<file path="config.mk">
export PLATFORM = sky130hd
export DESIGN_NAME = axi4_stream_video_source
export DESIGN_NICKNAME = d
export VERILOG_FILES = /design/src/rtl/axi4_stream_video_pkg.sv /design/src/rtl/video_pattern_gen.sv /design/src/rtl/axi4_stream_video_source.sv
export SDC_FILE = /design/constraint.sdc
export NUM_CORES = 1
export LEC_CHECK = 0
export ABC_AREA = 1
export CORE_MARGIN = 2
export CORE_UTILIZATION = 40
export CTS_CLUSTER_DIAMETER = 120
export CTS_CLUSTER_SIZE = 24
export DETAILED_ROUTE_END_ITERATION = 6
export REMOVE_ABC_BUFFERS = 1
export SLEW_MARGIN = 20
export SYNTH_ARGS = -nofsm -noshare
export SYNTH_HDL_FRONTEND = slang
export SYNTH_HIERARCHICAL = 1
export SYNTH_SLANG_ARGS = --single-unit
</file>
<file path="constraint.sdc">
create_clock -name ap_clk -period 7.35 [get_ports ap_clk]
set_input_delay 0.735 -clock ap_clk [delete_from_list [all_inputs] [get_ports ap_clk]]
set_output_delay 0.735 -clock ap_clk [all_outputs]
set_load 0.01 [all_outputs]
</file>
<file path="src/rtl/axi4_stream_video_pkg.sv">
// Shared types and constants for the AXI4-Stream video test-pattern source:
// FSM encoding, pattern codes and stream width helpers.
package axi4_stream_video_pkg;

  typedef enum logic [1:0] {
    ST_IDLE   = 2'd0,
    ST_LATCH  = 2'd1,
    ST_ACTIVE = 2'd2,
    ST_DONE   = 2'd3
  } state_t;

  localparam logic [1:0] PAT_SOLID = 2'd0;
  localparam logic [1:0] PAT_RAMP  = 2'd1;
  localparam logic [1:0] PAT_BARS  = 2'd2;
  localparam logic [1:0] PAT_DIAG  = 2'd3;

  localparam int NUM_BARS   = 8;
  localparam int BAR_W_BITS = 13;

  function automatic int axis_bytes(input int spc, input int mdw, input int nvc);
    return (spc * mdw * nvc + 7) / 8;
  endfunction

endpackage

</file>
<file path="src/rtl/video_pattern_gen.sv">
// Combinational pixel generator: turns pattern code, per-sample pixel index,
// line, frame counter and bar index into one beat of stream data.
module video_pattern_gen
  import axi4_stream_video_pkg::*;
#(
  parameter int NUM_VIDEO_COMPONENTS = 3,
  parameter int SAMPLES_PER_CLOCK    = 1,
  parameter int MAXIMUM_DATA_WIDTH   = 8,
  parameter int DATA_WIDTH           = 24
) (
  input  logic [1:0]                                         pattern,
  input  logic [SAMPLES_PER_CLOCK-1:0][MAXIMUM_DATA_WIDTH-1:0] px,
  input  logic [MAXIMUM_DATA_WIDTH-1:0]                      line,
  input  logic [MAXIMUM_DATA_WIDTH-1:0]                      frame_cnt,
  input  logic [SAMPLES_PER_CLOCK-1:0][2:0]                  bar_idx,
  output logic [DATA_WIDTH-1:0]                              tdata
);

  localparam int MDW = MAXIMUM_DATA_WIDTH;
  localparam int NVC = NUM_VIDEO_COMPONENTS;
  localparam int SPC = SAMPLES_PER_CLOCK;

  logic [SPC-1:0][NVC-1:0][MDW-1:0] pix;
  logic [MDW-1:0]                   comp;
  logic [2:0]                       bar_bits;

  always_comb begin
    pix      = '0;
    comp     = '0;
    bar_bits = '0;
    for (int s = 0; s < SPC; s++) begin
      // Bar 0 is white, bar 7 is black: each component keys off one bit of 7-b.
      bar_bits = 3'd7 - bar_idx[s];
      for (int c = 0; c < NVC; c++) begin
        case (pattern)
          PAT_SOLID: comp = MDW'(1) << (MDW - 1);
          PAT_RAMP:  comp = px[s];
          PAT_BARS:  comp = (|(bar_bits & (3'b001 << (c % 3)))) ? '1 : '0;
          default:   comp = px[s] + line + frame_cnt;
        endcase
        pix[s][c] = comp;
      end
    end
  end

  assign tdata = DATA_WIDTH'(pix);

endmodule

</file>
<file path="src/rtl/axi4_stream_video_source.sv">
// AXI4-Stream video test-pattern master with TUSER=SOF and TLAST=EOL.
// Optional stall statistics: define AXI4_STREAM_VIDEO_SOURCE_STALL_STATS_EN.
//
// state  | meaning
// IDLE   | waiting for enable
// LATCH  | capture frame geometry and pattern, register first beat
// ACTIVE | streaming beats, advancing on TVALID & TREADY
// DONE   | one-cycle frame_done pulse, frame counter advances
module axi4_stream_video_source
  import axi4_stream_video_pkg::*;
#(
  parameter int NUM_VIDEO_COMPONENTS = 3,
  parameter int SAMPLES_PER_CLOCK    = 1,
  parameter int MAXIMUM_DATA_WIDTH   = 8,
  parameter int M_AXIS_BYTES = axis_bytes(SAMPLES_PER_CLOCK, MAXIMUM_DATA_WIDTH, NUM_VIDEO_COMPONENTS),
  parameter int M_AXIS_WIDTH = M_AXIS_BYTES * 8
) (
  input  logic                    ap_clk,
  input  logic                    ap_rst_n,
  input  logic                    enable,
  input  logic [15:0]             frame_width,
  input  logic [15:0]             frame_height,
  input  logic [1:0]              pattern_sel,
  output logic [M_AXIS_WIDTH-1:0] m_axis_video_TDATA,
  output logic                    m_axis_video_TVALID,
  input  logic                    m_axis_video_TREADY,
  output logic [M_AXIS_BYTES-1:0] m_axis_video_TKEEP,
  output logic [M_AXIS_BYTES-1:0] m_axis_video_TSTRB,
  output logic                    m_axis_video_TUSER,
  output logic                    m_axis_video_TLAST,
  output logic                    m_axis_video_TID,
  output logic                    m_axis_video_TDEST,
  output logic                    frame_done,
  output logic [31:0]             stall_count
);

  localparam int MDW = MAXIMUM_DATA_WIDTH;
  localparam int SPC = SAMPLES_PER_CLOCK;

  state_t                  state;
  logic [15:0]             bpl_r, height_r, x, y;
  logic [1:0]              pat_r;
  logic [BAR_W_BITS-1:0]   bar_w_r, bar_sc;
  logic [2:0]              bar_b;
  logic [MDW-1:0]          frame_cnt;

  logic                    latching, line_end, next_last;
  logic [15:0]             bpl_in, nx, ny;
  logic [BAR_W_BITS-1:0]   bar_w_in, cur_bar_w, walk_sc;
  logic [2:0]              walk_b;
  logic [1:0]              cur_pat;
  logic [SPC-1:0][MDW-1:0] px;
  logic [SPC-1:0][2:0]     bar_idx;
  logic [M_AXIS_WIDTH-1:0] beat_data;

  assign latching  = (state == ST_LATCH);
  assign bpl_in    = 16'(frame_width / 16'(SPC));
  assign bar_w_in  = (frame_width[15:3] == '0) ? BAR_W_BITS'(1) : frame_width[15:3];
  assign cur_bar_w = latching ? bar_w_in : bar_w_r;
  assign cur_pat   = latching ? pattern_sel : pat_r;
  assign line_end  = (x == bpl_r - 16'd1);
  assign nx        = (latching || line_end) ? 16'd0 : x + 16'd1;
  assign ny        = latching ? 16'd0 : (line_end ? y + 16'd1 : y);
  assign next_last = (nx == (latching ? bpl_in : bpl_r) - 16'd1);

  // Walk the bar sub-counter across the samples of the beat about to be registered.
  always_comb begin
    walk_b  = (nx == 16'd0) ? 3'd0 : bar_b;
    walk_sc = (nx == 16'd0) ? '0 : bar_sc;
    px      = '0;
    bar_idx = '0;
    for (int s = 0; s < SPC; s++) begin
      px[s]      = MDW'(32'(nx) * SPC + s);
      bar_idx[s] = walk_b;
      if (walk_sc == cur_bar_w - BAR_W_BITS'(1)) begin
        walk_sc = '0;
        if (walk_b != 3'd7) walk_b = walk_b + 3'd1;
      end else begin
        walk_sc = walk_sc + BAR_W_BITS'(1);
      end
    end
  end

  video_pattern_gen #(
    .NUM_VIDEO_COMPONENTS(NUM_VIDEO_COMPONENTS),
    .SAMPLES_PER_CLOCK   (SAMPLES_PER_CLOCK),
    .MAXIMUM_DATA_WIDTH  (MAXIMUM_DATA_WIDTH),
    .DATA_WIDTH          (M_AXIS_WIDTH)
  ) u_pattern_gen (
    .pattern  (cur_pat),
    .px       (px),
    .line     (MDW'(ny)),
    .frame_cnt(frame_cnt),
    .bar_idx  (bar_idx),
    .tdata    (beat_data)
  );

  always_ff @(posedge ap_clk) begin
    if (!ap_rst_n) begin
      state               <= ST_IDLE;
      bpl_r               <= '0;
      height_r            <= '0;
      pat_r               <= '0;
      bar_w_r             <= '0;
      bar_b               <= '0;
      bar_sc              <= '0;
      x                   <= '0;
      y                   <= '0;
      frame_cnt           <= '0;
      m_axis_video_TDATA  <= '0;
      m_axis_video_TVALID <= 1'b0;
      m_axis_video_TUSER  <= 1'b0;
      m_axis_video_TLAST  <= 1'b0;
      frame_done          <= 1'b0;
    end else begin
      frame_done <= 1'b0;
      case (state)
        ST_IDLE: if (enable) state <= ST_LATCH;
        ST_LATCH: begin
          bpl_r    <= bpl_in;
          height_r <= frame_height;
          pat_r    <= pattern_sel;
          bar_w_r  <= bar_w_in;
          if (bpl_in == 16'd0 || frame_height == 16'd0) begin
            state <= ST_IDLE;
          end else begin
            state               <= ST_ACTIVE;
            x                   <= 16'd0;
            y                   <= 16'd0;
            bar_b               <= walk_b;
            bar_sc              <= walk_sc;
            m_axis_video_TDATA  <= beat_data;
            m_axis_video_TVALID <= 1'b1;
            m_axis_video_TUSER  <= 1'b1;
            m_axis_video_TLAST  <= next_last;
          end
        end
        ST_ACTIVE: if (m_axis_video_TVALID && m_axis_video_TREADY) begin
          if (line_end && y == height_r - 16'd1) begin
            state               <= ST_DONE;
            m_axis_video_TVALID <= 1'b0;
            m_axis_video_TUSER  <= 1'b0;
            m_axis_video_TLAST  <= 1'b0;
            frame_done          <= 1'b1;
          end else begin
            x                  <= nx;
            y                  <= ny;
            bar_b              <= walk_b;
            bar_sc             <= walk_sc;
            m_axis_video_TDATA <= beat_data;
            m_axis_video_TUSER <= 1'b0;
            m_axis_video_TLAST <= next_last;
          end
        end
        ST_DONE: begin
          frame_cnt <= frame_cnt + MDW'(1);
          state     <= enable ? ST_LATCH : ST_IDLE;
        end
        default: state <= ST_IDLE;
      endcase
    end
  end

`ifdef AXI4_STREAM_VIDEO_SOURCE_STALL_STATS_EN
  logic [31:0] stall_q;

  always_ff @(posedge ap_clk) begin
    if (!ap_rst_n) begin
      stall_q <= '0;
    end else if (state == ST_LATCH) begin
      stall_q <= '0;
    end else if (m_axis_video_TVALID && !m_axis_video_TREADY && stall_q != '1) begin
      stall_q <= stall_q + 32'd1;
    end
  end

  assign stall_count = stall_q;
`else
  assign stall_count = '0;
`endif

  assign m_axis_video_TKEEP = '1;
  assign m_axis_video_TSTRB = '1;
  assign m_axis_video_TID   = 1'b0;
  assign m_axis_video_TDEST = 1'b0;

endmodule
</file>
== Word level (Yosys, flattened, before mapping) ==
Cells that the tools add are included.
Widths: inputs -> output; s select.
Cells by class
  mux-type cells: 54
  reductions and logical operators: 17
  equal/unequal tests: 16
  $add $sub $neg: 12
Operators with widths (count)
  $mux 16: 9
  $mux 13: 7
  $mux 24: 3
  $pmux 8 s3: 3
  $pmux 16 s2: 2
  $eq 16x16->1: 3
  $logic_not 16->1: 3
  $pmux 24 s2: 1
  $sub 16x1->16 const B: 3
  $add 16x1->16 const B: 2
  $pmux 13 s2: 1
  $mux 8: 3
  $mux 3: 6
  $add 8x8->8: 2
  $add 13x1->13 const B: 1
  $eq 13x13->1: 1
  $logic_not 13->1: 1
  $sub 13x1->13 const B: 1
  $mux 2: 5
  $ne 2x2->1 const B: 5
  $mux 1: 9
  $reduce_and 3->1: 3
  $add 8x1->8 const B: 1
  $pmux 2 s4: 1
  other kinds (14): 23
Storage, ports and cells
  flip-flop bits (word level): 133
  input port bits: 38
  word-level logic and storage cells: 115

== Depth between registers and ports, before layout ==
  word-level depth: 12
  mapped depth: 33

== Hierarchy ==
Netlist, hierarchy kept.
By module, submodules not included
  axi4_stream_video_source: cells each 1406, times used 1, area an instance 9177.6 sq um
  video_pattern_gen: cells each 144, times used 1, area an instance 818.3 sq um

== Worst setup path before layout ==
OpenSTA, ideal clock, no wires.
  kind: flip-flop to flip-flop
  start point: register bpl_r[0]
  end point: register m_axis_video_TDATA[5]
  required time: 7.216 ns
  library setup time: 0.134 ns
  setup slack: 3.507 ns
  period minus slack after synthesis: 3.843 ns
  data arrival time: 3.709 ns
  stages on the path, launching flop included: 32
  cells stage by stage: dfxtp_1 inv_1 ha_1 inv_1 nand2_1 nand2_1 nor2_1 nand2_1 nor2_1 nand2_1 nor2_1 nand2_1 nor2_2 nand2_2 buf_6 inv_1 nor2_1 buf_4 buf_6 nand2_1 inv_1 inv_1 fa_1 inv_1 ha_1 fa_1 nand3_1 nand3_1 o21ai_0 nand3_1 nand2_1 a21oi_1
Between the ends
  cells in the longest elaborated chain, start to end: 12
  elaborated cells on any way between the ends: 20
Ends and longest elaborated chain
  from (decl): line axi4_stream_video_source.sv:41  | logic [15:0] bpl_r, height_r, x, y;
  from (signal assigned): line axi4_stream_video_source.sv:120  | bpl_r <= bpl_in;
  $sub 16x1->16 *: line axi4_stream_video_source.sv:61  | assign line_end = (x == bpl_r - 16'd1);
  $eq 16x16->1 *: line axi4_stream_video_source.sv:61
  $logic_or 1x1->1 *: line axi4_stream_video_source.sv:62  | assign nx = (latching || line_end) ? 16'd0 : x + 16'd1;
  $mux 16 *: line axi4_stream_video_source.sv:62
  net nx[0]: line axi4_stream_video_source.sv:48  | logic [15:0] bpl_in, nx, ny;
  parallel branches: the longest is 4 deep, another holds $add 8x8->8
  $pmux 8 s3 *: line video_pattern_gen.sv:35  | case (pattern)
  net beat_data[5]: line axi4_stream_video_source.sv:54  | logic [M_AXIS_WIDTH-1:0] beat_data;
  $mux 24: line axi4_stream_video_source.sv:139  | if (line_end && y == height_r - 16'd1) begin
  $mux 24: line axi4_stream_video_source.sv:138  | ST_ACTIVE: if (m_axis_video_TVALID && m_axis_video_TREADY) begin
  $pmux 24 s2 *: line axi4_stream_video_source.sv:117  | case (state)
  to (signal assigned): line axi4_stream_video_source.sv:132  | m_axis_video_TDATA <= beat_data;
  to (signal assigned): line axi4_stream_video_source.sv:150  | m_axis_video_TDATA <= beat_data;
  to (decl): line axi4_stream_video_source.sv:24  | output logic [M_AXIS_WIDTH-1:0] m_axis_video_TDATA,
Mark *: on every way through the listed nets, which the timed path passes. The select of a mux whose other input is x is not followed.
A chain may end at the register's enable or synchronous reset.

== Final worst setup path ==
Same ends and word-level chain as after synthesis.

==> impl_metrics.yaml <==
cts:
  cts_made_buffers: 17
  clockRootBuffer: "sky130_fd_sc_hd__clkbuf_16"
  tritoncts: "yes"
  post-cts-setup-buffer-count: 0
  cts.clk_slew.worst_paths_ps: 60
  max-clock-path-buffers: 2
  cts.sinks: 133
  post_cts_resized: 0
  cts-htree-levels: 4
  ctsHoldBuffers: 0
  clk-insertion-delay-late_ps: 430
detailed_routing:
  wl_per_cell_um: 13.8
  drt_pass1_iterations: 5
  initialDrtViolationCount: 552
  routed_via_density: 4.99
  routed_wl_um: 26600
  route.vias.total: 9619
  ant_nets: 0
  drt_drc_violations_left: 0
worst_setup_path:
  worst-endpoint-required_ps: 7640
  maximum_fanout_along_the_worst_path: 21
  critPathLaunchType: "flop"
  crit-reg2reg-launch: "bpl_r[0]$_SDFF_PN0_"
  r2r_end: "m_axis_video_TDATA[5]$_SDFFE_PN0P_"
  reg2regPathDepth: 26
  timing.reg2reg.setup_slack_ps: 2850
  cp-end-kind: "flop"
  critPathKind: "reg2reg"
  crit_arrival_ps: 4790
global_routing:
  first_global_vias: 8921
  global_route_wire_length_before_repair_um: 43800
  grt_util_all_layers_pct: 20.5
  grt_remaining_overflow: 0
  maximum_number_of_pins_on_one_net_before_global_route_repair: 66
  antenna_found_initial: 0
cells_and_area:
  area_added_between_synthesis_and_finish_pct: 12.8
  fraction_of_layout_instances_using_a_drive_strength_above_1_pct: 8.92
  num-fill-cells: 2583
  multiInputGateArea_um2: 6150
  area.sequential_um2: 2660
  finalNetCount: 1656
  insertedDiodeCount: 0
  finalCoreUtilization_pct: 46.1
power_and_ir_drop:
  post-layout-total-power_mw: 4.51
  peakVddDrop_uv: 214
  power_density_nw_per_um2: 400
  p_leak_nw: 5.23
floorplanning:
  width_of_the_die_um: 162
  core_region_area_um2: 24500
  die-area_um2: 26300
  die_height_um: 162
  ios: 106
  rows: 57
  starting_density_of_the_core_pct: 40.9
synth:
  synth_warnings: 6
  count_of_flip_flops_with_a_built_in_enable_after_synthesis: 0
  synth_largest_area_cell: "sky130_fd_sc_hd__dfxtp_1"
  synth_ff_type: "sky130_fd_sc_hd__dfxtp_1"
  syn_inst: 1550
  netlist.area_leader.share_pct: 26.6
  synth.top_cells.by_area: "sky130_fd_sc_hd__dfxtp_1, sky130_fd_sc_hd__nand2_1, sky130_fd_sc_hd__inv_1"
  synth-seq-area-share_pct: 26.6
  synth.cell_area_um2: 10000
  synthDistinctLibCells: 52
  post_synth.cell_area_avg_um2: 6.45
  synth-async-reset-ratio_pct: 0
  postSynthRegisterBits: 133
hold_path:
  hold_path_class: "reg2reg"
  worstHoldEndpoint: "m_axis_video_TDATA[18]$_SDFFE_PN0P_"
  hold-path-cell-count: 2
  hp-start: "m_axis_video_TDATA[18]$_SDFFE_PN0P_"
timing:
  tightest_slew_ps: 896
  fin_crit_sh_pct: 61.3
  post-route-min-period_ps: 4500
  timing.final.setup_violations: 0
  max-slew-margin-rel_pct: 40.2
  timing_limited_maximum_frequency_mhz: 222
  clock_skew_ps: 10.4
  tns_ps: 0
  final_number_of_max_transition_violations: 0
  rsz_0062_raised_after_global_routing: "false"
  hold_viol: 0
placement:
  weighted_congestion_reported_at_the_end_of_routability_driven_placement: 0.882
  detailed_place_hpwl_um: 19900
  io_buffers: 65
run_status:
  outcome: "finished clean"
run:
  drv.max_cap_violation_count: 0
synthesized netlist by cell type (all sizes together) (8+ instances only):
master / number
nor3: 31
dfxtp: 133
o211ai: 8
nand3b: 9
xor2: 64
nand4: 31
xnor2: 15
a21oi: 126
inv: 197
buf: 64
ha: 19
fa: 8
o21ai: 50
or2: 11
clkbuf: 26
nand2: 442
nand3: 94
nor4: 15
nor2: 166
per-layer routing:
layer  GRT usage, %  part of all wire (%)  up-vias
met5              0                     0        -
met4           6.36                   1.5        0
met3           2.91                   4.2       33
met2           34.7                    47      210
met1           27.1                    48     4426
li1               -                     -     4950
metrics by stage:
step / cells / cell area, um^2 / setup WS, ps / hold slack (ps)
global placement: 1896 / 10700 / 3020 / 456
global route: 1928 / 11300 / 2420 / 479
finish: 1928 / 11300 / 2850 / 465
detailed placement: 1896 / 10700 / 2880 / 457
CTS: 1928 / 11300 / 2870 / 467
floorplan: 1498 / 9560 / 2300 / 445
cells by family (layout without fill, tap and decap cells):
kind of cell / Yosys count / after routing / synth area share, %
xor+xnor: 79 / 79 / 6.92
fa+ha+maj: 27 / 27 / 3.98
other cells: 2 / 40 / 0.0751
compound gates: 208 / 208 / 11.8
buf+inv: 292 / 308 / 13.3
simple gates: 809 / 809 / 37.2
flops: 133 / 133 / 26.6
power by group:
part	leakage [nW]	switching, mW	internal (mW)
Sequential	1.08	0.126	0.866
Clock	0.288	0.353	0.501
Combinational	3.86	1.76	0.907
Total	5.23	2.24	2.27
flip-flops by register name, indices dropped and copies added, names as in the netlist, named ones only:
register             count
m_axis_video_TDATA      24
frame_done               1
m_axis_video_TLAST       1
y                       16
pat_r                    2
bar_sc                  13
m_axis_video_TVALID      1
state                    1
frame_cnt                8
bar_b                    3
bar_w_r                 13
height_r                16
bpl_r                   16
x                       16
m_axis_video_TUSER       1
cell type report:
cell class | count | area share [%]
timing repair buffer | 74 | 6.37
multi-input combinational | 1163 | 54.5
clock buffer | 17 | 3.77
inverter | 202 | 6.74
clock inverter | 15 | 1.37
sequential | 133 | 23.6
tap | 324 | 3.60
cell usage in the layout, fill, tap and decap left out, types with 17 or more instances in the layout:
| cell type | count |
|---|---|
| sky130_fd_sc_hd__nand2_1 | 416 |
| sky130_fd_sc_hd__inv_1 | 191 |
| sky130_fd_sc_hd__nor2_1 | 148 |
| sky130_fd_sc_hd__dfxtp_1 | 133 |
| sky130_fd_sc_hd__a21oi_1 | 113 |
| sky130_fd_sc_hd__nand3_1 | 82 |
| sky130_fd_sc_hd__clkdlybuf4s50_1 | 65 |
| sky130_fd_sc_hd__xor2_1 | 64 |
| sky130_fd_sc_hd__o21ai_0 | 45 |
| sky130_fd_sc_hd__conb_1 | 40 |
| sky130_fd_sc_hd__nor3_1 | 28 |
| sky130_fd_sc_hd__nand4_1 | 25 |
| sky130_fd_sc_hd__ha_1 | 19 |
| sky130_fd_sc_hd__clkbuf_16 | 17 |
critical path, stage by stage, from the launching register on:
cell                      delay (ps)
sky130_fd_sc_hd__dfxtp_1         320
sky130_fd_sc_hd__inv_1           100
sky130_fd_sc_hd__ha_1            220
sky130_fd_sc_hd__nand2_1         100
sky130_fd_sc_hd__nor2_1          170
sky130_fd_sc_hd__nand2_1         100
sky130_fd_sc_hd__nand2_1          60
sky130_fd_sc_hd__nand3_1          90
sky130_fd_sc_hd__nand2_1          80
sky130_fd_sc_hd__inv_1            40
sky130_fd_sc_hd__nand2_1          70
sky130_fd_sc_hd__nor2_2           40
sky130_fd_sc_hd__nand2_2         240
sky130_fd_sc_hd__inv_1           180
sky130_fd_sc_hd__nor2_1          120
sky130_fd_sc_hd__buf_4           240
sky130_fd_sc_hd__nand2_1          80
sky130_fd_sc_hd__inv_1           170
sky130_fd_sc_hd__fa_1            450
sky130_fd_sc_hd__ha_1            240
sky130_fd_sc_hd__fa_1            500
sky130_fd_sc_hd__nand3_1         110
sky130_fd_sc_hd__nand3_1          80
sky130_fd_sc_hd__o21ai_0         270
sky130_fd_sc_hd__nand3_1         120
sky130_fd_sc_hd__nand2_1         100
sky130_fd_sc_hd__a21oi_1          70
worst max-delay path by stage:
stage | start | to | slack (ps)
after global placement | bpl_r[0]$_SDFF_PN0_ | m_axis_video_TDATA[21]$_SDFFE_PN0P_ | 3020
after floorplan | flop | bar_b[0]$_SDFFE_PN0P_ | 2300
after global routing | bpl_r[0]$_SDFF_PN0_ | m_axis_video_TDATA[13]$_SDFFE_PN0P_ | 2420
after CTS | bpl_r[0]$_SDFF_PN0_ | m_axis_video_TDATA[5]$_SDFFE_PN0P_ | 2870
final | bpl_r[0]$_SDFF_PN0_ | m_axis_video_TDATA[5]$_SDFFE_PN0P_ | 2850
after detailed placement | bpl_r[0]$_SDFF_PN0_ | m_axis_video_TDATA[13]$_SDFFE_PN0P_ | 2880
Note: power is estimated with default switching activity, not from simulation.
